`config.mk`:
```
export PLATFORM = sky130hd
export DESIGN_NAME = dmem_ctl_flat
export DESIGN_NICKNAME = d
export VERILOG_FILES = /design/src/rtl/dmem_ctl_if.sv /design/src/rtl/dmem_ctl.sv /design/src/flat_wrapper.sv
export SDC_FILE = /design/constraint.sdc
export NUM_CORES = 2
export LEC_CHECK = 0
export CAP_MARGIN = 15
export CORE_UTILIZATION = 45
export DETAILED_ROUTE_END_ITERATION = 6
export SLEW_MARGIN = 10
export SYNTH_ARGS = -nofsm -noshare
export SYNTH_HDL_FRONTEND = slang
export SYNTH_SLANG_ARGS = --single-unit
export TNS_END_PERCENT = 20
```
`constraint.sdc`:
```
create_clock -name clk -period 8.8 [get_ports clk]
set_input_delay 1.32 -clock clk [delete_from_list [all_inputs] [get_ports clk]]
set_output_delay 1.32 -clock clk [all_outputs]
set_load 0.02 [all_outputs]
```
`src/rtl/dmem_ctl_if.sv`:
```
// Request/response bus between a requester and the dmem_ctl data memory controller.
// The controller takes the slave modport; the requester takes the master modport.
interface dmem_ctl_if #(
    parameter int ADDR_W = 7
);
    logic              req;
    logic              we;
    logic [1:0]        size;
    logic              sgn;
    logic [ADDR_W+1:0] addr;
    logic [31:0]       wdata;
    logic              ready;
    logic              ack;
    logic              err;
    logic [31:0]       rdata;

    modport master (
        output req, we, size, sgn, addr, wdata,
        input  ready, ack, err, rdata
    );

    modport slave (
        input  req, we, size, sgn, addr, wdata,
        output ready, ack, err, rdata
    );
endinterface

```
`src/rtl/dmem_ctl.sv`:
```
// Wait-state data memory controller: byte/half/word loads and stores with alignment faults.
// Optional macro DMEM_CTL_CLEAR_EN makes reset clear every memory word.
module dmem_ctl #(
    parameter int ADDR_W = 7,
    parameter int WAIT   = 1
) (
    input logic      clk,
    input logic      rst,
    dmem_ctl_if.slave bus
);
    localparam int          DEPTH    = 2 ** ADDR_W;
    localparam logic [3:0]  CNT_LOAD = (WAIT > 0) ? 4'(WAIT - 1) : 4'd0;

    typedef enum logic [1:0] {
        ST_IDLE,
        ST_WAIT,
        ST_RESP
    } state_t;

    state_t            r_state;
    state_t            w_next;
    logic [3:0]        r_waitCnt;

    logic              r_we;
    logic [1:0]        r_size;
    logic              r_sgn;
    logic [ADDR_W+1:0] r_addr;
    logic [31:0]       r_wdata;

    logic              r_err;
    logic [31:0]       r_rdata;

    logic [31:0]       r_mem [DEPTH];

    logic              w_accept;
    logic              w_enterResp;
    logic              w_we;
    logic [1:0]        w_size;
    logic              w_sgn;
    logic [ADDR_W+1:0] w_addr;
    logic [31:0]       w_wdata;
    logic [ADDR_W-1:0] w_idx;
    logic              w_fault;
    logic [3:0]        w_be;
    logic [31:0]       w_laneData;
    logic              w_memWe;
    logic [31:0]       w_word;
    logic [7:0]        w_byte;
    logic [15:0]       w_half;
    logic [31:0]       w_loadVal;

    assign w_accept = (r_state == ST_IDLE) && bus.req;

    always_ff @(posedge clk or negedge rst) begin
        if (!rst) begin
            r_state <= ST_IDLE;
        end else begin
            r_state <= w_next;
        end
    end

    always_comb begin
        w_next = r_state;
        case (r_state)
            ST_IDLE: begin
                if (w_accept) begin
                    w_next = (WAIT == 0) ? ST_RESP : ST_WAIT;
                end
            end
            ST_WAIT: begin
                if (r_waitCnt == 4'd0) begin
                    w_next = ST_RESP;
                end
            end
            ST_RESP: w_next = ST_IDLE;
            default: w_next = ST_IDLE;
        endcase
    end

    always_ff @(posedge clk or negedge rst) begin
        if (!rst) begin
            r_waitCnt <= 4'd0;
        end else if (w_accept && (WAIT > 0)) begin
            r_waitCnt <= CNT_LOAD;
        end else if ((r_state == ST_WAIT) && (r_waitCnt != 4'd0)) begin
            r_waitCnt <= r_waitCnt - 4'd1;
        end
    end

    always_ff @(posedge clk or negedge rst) begin
        if (!rst) begin
            r_we    <= 1'b0;
            r_size  <= 2'b00;
            r_sgn   <= 1'b0;
            r_addr  <= '0;
            r_wdata <= 32'd0;
        end else if (w_accept) begin
            r_we    <= bus.we;
            r_size  <= bus.size;
            r_sgn   <= bus.sgn;
            r_addr  <= bus.addr;
            r_wdata <= bus.wdata;
        end
    end

    // With WAIT=0 the access completes on its acceptance edge, so live inputs are used then.
    always_comb begin
        if (r_state == ST_IDLE) begin
            w_we    = bus.we;
            w_size  = bus.size;
            w_sgn   = bus.sgn;
            w_addr  = bus.addr;
            w_wdata = bus.wdata;
        end else begin
            w_we    = r_we;
            w_size  = r_size;
            w_sgn   = r_sgn;
            w_addr  = r_addr;
            w_wdata = r_wdata;
        end
    end

    assign w_enterResp = (w_next == ST_RESP);
    assign w_idx       = w_addr[ADDR_W+1:2];

    always_comb begin
        w_fault    = 1'b0;
        w_be       = 4'b0000;
        w_laneData = w_wdata;
        case (w_size)
            2'b00: begin
                w_be       = 4'b0001 << w_addr[1:0];
                w_laneData = {4{w_wdata[7:0]}};
            end
            2'b01: begin
                w_fault    = w_addr[0];
                w_be       = w_addr[1] ? 4'b1100 : 4'b0011;
                w_laneData = {2{w_wdata[15:0]}};
            end
            2'b10: begin
                w_fault = (w_addr[1:0] != 2'b00);
                w_be    = 4'b1111;
            end
            default: w_fault = 1'b1;
        endcase
    end

    // Gated by rst so a request seen while reset is held can never reach memory.
    assign w_memWe = w_enterResp && w_we && !w_fault && rst;

`ifdef DMEM_CTL_CLEAR_EN
    always_ff @(posedge clk or negedge rst) begin
        if (!rst) begin
            for (int i = 0; i < DEPTH; i++) begin
                r_mem[i] <= 32'd0;
            end
        end else if (w_memWe) begin
            for (int i = 0; i < 4; i++) begin
                if (w_be[i]) begin
                    r_mem[w_idx][i*8 +: 8] <= w_laneData[i*8 +: 8];
                end
            end
        end
    end
`else
    always_ff @(posedge clk) begin
        if (w_memWe) begin
            for (int i = 0; i < 4; i++) begin
                if (w_be[i]) begin
                    r_mem[w_idx][i*8 +: 8] <= w_laneData[i*8 +: 8];
                end
            end
        end
    end
`endif

    assign w_word = r_mem[w_idx];
    assign w_byte = w_word[{w_addr[1:0], 3'b000} +: 8];
    assign w_half = w_word[{w_addr[1], 4'b0000} +: 16];

    always_comb begin
        w_loadVal = w_word;
        case (w_size)
            2'b00:   w_loadVal = w_sgn ? {{24{w_byte[7]}}, w_byte} : {24'd0, w_byte};
            2'b01:   w_loadVal = w_sgn ? {{16{w_half[15]}}, w_half} : {16'd0, w_half};
            default: w_loadVal = w_word;
        endcase
    end

    always_ff @(posedge clk or negedge rst) begin
        if (!rst) begin
            r_err   <= 1'b0;
            r_rdata <= 32'd0;
        end else begin
            r_err   <= w_enterResp && w_fault;
            r_rdata <= (w_enterResp && !w_we && !w_fault) ? w_loadVal : 32'd0;
        end
    end

    assign bus.ready = (r_state == ST_IDLE);
    assign bus.ack   = (r_state == ST_RESP);
    assign bus.err   = r_err;
    assign bus.rdata = r_rdata;

endmodule

```
`src/flat_wrapper.sv`:
```
// flat-port wrapper written by rule: the top's interface ports become plain ports
module dmem_ctl_flat 
#(
    parameter int ADDR_W = 7,
    parameter int WAIT   = 1
)
  (clk, rst, bus_req, bus_we, bus_size, bus_sgn, bus_addr, bus_wdata, bus_ready, bus_ack, bus_err, bus_rdata);
  dmem_ctl_if #(.ADDR_W(ADDR_W)) bus_i ();
  input logic clk;
  input logic rst;
  input wire logic [$bits(bus_i.req)-1:0] bus_req;
  input wire logic [$bits(bus_i.we)-1:0] bus_we;
  input wire logic [$bits(bus_i.size)-1:0] bus_size;
  input wire logic [$bits(bus_i.sgn)-1:0] bus_sgn;
  input wire logic [$bits(bus_i.addr)-1:0] bus_addr;
  input wire logic [$bits(bus_i.wdata)-1:0] bus_wdata;
  output wire logic [$bits(bus_i.ready)-1:0] bus_ready;
  output wire logic [$bits(bus_i.ack)-1:0] bus_ack;
  output wire logic [$bits(bus_i.err)-1:0] bus_err;
  output wire logic [$bits(bus_i.rdata)-1:0] bus_rdata;
  assign bus_i.req = bus_req;
  assign bus_i.we = bus_we;
  assign bus_i.size = bus_size;
  assign bus_i.sgn = bus_sgn;
  assign bus_i.addr = bus_addr;
  assign bus_i.wdata = bus_wdata;
  assign bus_ready = bus_i.ready;
  assign bus_ack = bus_i.ack;
  assign bus_err = bus_i.err;
  assign bus_rdata = bus_i.rdata;
  dmem_ctl #(.ADDR_W(ADDR_W), .WAIT(WAIT)) u_core (.clk(clk), .rst(rst), .bus(bus_i));
endmodule
```
==> out/qor.txt <==
Row Count: 216
Part of the cycle the worst path needs: 78.75%
Maximum number of pins on one net before global-route repair: 129
CTS Buffer Depth: 4
Final setup viols: 0
Worst skew pair latency: 0.99 ns
FF-to-FF setup slack: 1.87 ns
Slew HR: 10.57%
Total CTS buffers: 409
Clk_skew: 0.06075 ns
Avg Cell Area, Syn: 16.19 sq um
Setup TNS: 0 ns
Worst Tran Pin Value: 1.341 ns
Path depth of the worst reg2reg path: 13
Cell count after synthesis: 9,718
Fmax: 0.1443 GHz
Clock transition at path regs: 0.07 ns
Layout cells sized above 1: 13.05%
Syn-to-layout area delta: 13.95%
Worst setup path class: register to register
Peak VDD IR: 0.0004517 V
DR DRC count: 27
Final min period: 6.930 ns
Violated checks: design-rule violations
MaxCap Viol Count: 0
Vias: 100,137
Final hold vios: 0
Pre-CTS WS: 1.661 ns
Die Y: 593.3 microns
First-pass GRT wire length: 736,200 microns
Most frequent cells in the layout: edfxtp_1 (4,096), o22ai_1 (1,621), nor3_1 (814), buf_4 (539), nand2_1 (454)
CP Max Fanout: 54
Die Wd: 593.3 microns
TritonCTS clock tree: built
CTS Hold Buffers Added: 0
Layout fillers: 27,962
#FFs+latches synth: 4,180
R2r endpoint: u_core.bus.rdata[20]$_DFF_PN0_
Multi-input logic area: 29,200 sq um
Post-synth cell types: 87
Die Area: 352,000 sq um
Commonest non-fill, non-tap cell in the layout: edfxtp_1
PortBufs: 82
Number of global-route vias before repair: 95,561
HP Class: input port to async pin
Post-synth EDFFs: 4,096
RSZ-0062 raised after global routing: no
H-tree levels: 5
Non-filler cells, final: 15,001
Synth async-reset ratio: 2.010%
I/O pins: 83
Reg2Reg Launch Point: u_core.r_state[1]$_DFF_PN0_
Final worst slack: 1.870 ns
# clock sinks: 4,180
Final #Nets: 10,119
Outcome: complete, but fails checks
Drt total wl: 529,100 microns
Pwr Density: 404.2 nW/um^2
Vias/cell: 6.675
Critical Path End Type: register
Arrival time worst endpoint: 7.81 ns
Core Box Area: 347,000 sq um
Total power: 72,470 uW
Startpoint types: register
Register area: 125,100 sq um
Critical path required time: 9.68 ns
Post-DP HPWL: 321,700 microns
DR iter-0 viols: 16,376
Dominant synthesized flop cell: edfxtp_1
Antenna violations before repair: 44
Global Route Usage Sum: 29.38%
Synth warn: 0
Root Driver: clkbuf_16
Starting Density: 45.34%
Register area share after synthesis: 79.52%
Post-Syn Nets: 9,767
Leak: 0.05574 uW
WL/cell: 35.27 microns
Slew Limit Fails: 0
Setup repair bufs after CTS: 0
CTS-repair resized insts: 0
Placed insts: 14,228
First-pass iteration count of the detailed router: 7
Mapped Area: 157,300 sq um
Antenna-violating nets left: 0
Gpl congestion: 0.9217
Overflow after GRT: 0
kinds of logic after synthesis:
| kind of cell | after synthesis | share of synthesized area (%) |
|---|---|---|
| compound gates | 2497 | 10.55 |
| buf+inv | 773 | 2.436 |
| fa+ha+maj | 1 | 0.007952 |
| xor+xnor | 3 | 0.01670 |
| flops | 4180 | 79.52 |
| mux | 192 | 1.261 |
| simple gates | 2072 | 6.207 |
Yosys cell counts (all sizes together) (8+ instances only):
cell type | number | share of area [%]
nor2 | 373 | 0.89
nand4 | 21 | 0.084
nor4 | 118 | 0.47
o32ai | 38 | 0.21
mux2i | 145 | 0.92
o22ai | 1621 | 6.4
o311ai | 17 | 0.095
o21bai | 12 | 0.057
o31ai | 26 | 0.12
a211oi | 88 | 0.42
nor3 | 846 | 2.7
a21oi | 154 | 0.50
a32oi | 14 | 0.078
nand2 | 471 | 1.1
inv | 15 | 0.036
a21o | 9 | 0.043
a31oi | 75 | 0.31
mux2 | 47 | 0.34
o22a | 8 | 0.045
o221ai | 142 | 0.79
a22oi | 13 | 0.084
a222oi | 25 | 0.16
o21ai | 116 | 0.37
and3 | 100 | 0.40
o211ai | 8 | 0.047
buf | 492 | 1.8
clkbuf | 266 | 0.63
a32o | 32 | 0.20
nand3 | 70 | 0.22
dfrtp | 84 | 1.3
o41ai | 48 | 0.27
edfxtp | 4096 | 78
or3 | 23 | 0.091
nand2b | 8 | 0.032
a2111oi | 11 | 0.069
nor2b | 12 | 0.048
worst max-delay path by stage:
stage | endpoint | cells past startpoint | start | slack, ns
final | u_core.bus.rdata[20]$_DFF_PN0_ | 13 | u_core.r_state[1]$_DFF_PN0_ | 1.87
after global routing | u_core.bus.rdata[5]$_DFF_PN0_ | 13 | u_core.r_state[1]$_DFF_PN0_ | 1.71
after CTS | u_core.bus.rdata[20]$_DFF_PN0_ | 13 | u_core.r_state[1]$_DFF_PN0_ | 2.10
after detailed placement | u_core.bus.rdata[20]$_DFF_PN0_ | 12 | bus_addr[2] | 1.66
after global placement | u_core.bus.rdata[1]$_DFF_PN0_ | 13 | bus_addr[2] | 1.73
after floorplan | u_core.r_mem[0][20]$_DFFE_PP_ | 8 | u_core.r_state[1]$_DFF_PN0_ | 0.32
report_power, final:
part           internal [uW]  leakage (uW)  switching, uW
sequential             27900        0.0379            199
clock                   9670       0.00629           7510
combinational           6000        0.0116          21200
total                  43500        0.0557          28900
cell type report:
type                       instances  area share, %
antenna                           16        0.02233
clock buffer                     508          6.050
clock inverter                   240          1.164
inverter                          15        0.03838
multi-input combinational       4765          16.28
sequential                      4180          69.78
tap                             4578          3.195
timing repair buffer             699          3.466
layer usage:
layer | GRT usage, % | part of all wire, % | up-vias
li1 | - | - | 40632
met1 | 40.13 | 38 | 51153
met2 | 43.51 | 44 | 7103
met3 | 8.517 | 13 | 1209
met4 | 13.72 | 5.3 | 40
met5 | 0.1488 | 0.062 | -
registers in the layout (all words and copies together), names as in the netlist:
| name | count |
|---|---|
| u_core.bus.err | 1 |
| u_core.bus.rdata | 32 |
| u_core.r_addr | 9 |
| u_core.r_mem | 4096 |
| u_core.r_sgn | 1 |
| u_core.r_size | 2 |
| u_core.r_state | 2 |
| u_core.r_waitCnt | 4 |
| u_core.r_wdata | 32 |
| u_core.r_we | 1 |
stage by stage:
step / util [%] / cell area [sq um] / hold WS [ns]
2_1_floorplan: - / 157300 / 0.4800
3_3_place_gp: 47.86 / 166100 / 0.4891
3_5_place_dp: 47.90 / 166200 / 0.4947
4_1_cts: 51.63 / 179100 / 0.2258
5_1_grt: 51.65 / 179200 / 0.2706
6_report: 51.66 / 179300 / 0.2677
critical path: stages, from the launching register on:
cell	delay [ns]
dfrtp_1	0.71
or2_4	0.63
inv_4	0.67
o21a_4	0.87
buf_12	0.35
o22ai_1	0.15
nor2_1	0.18
o22ai_1	0.10
o41ai_1	0.77
nand4_1	0.85
a31oi_1	0.52
o211ai_4	0.19
a21oi_4	0.47
o21bai_1	0.20
Power figures use the tool's default switching activity.
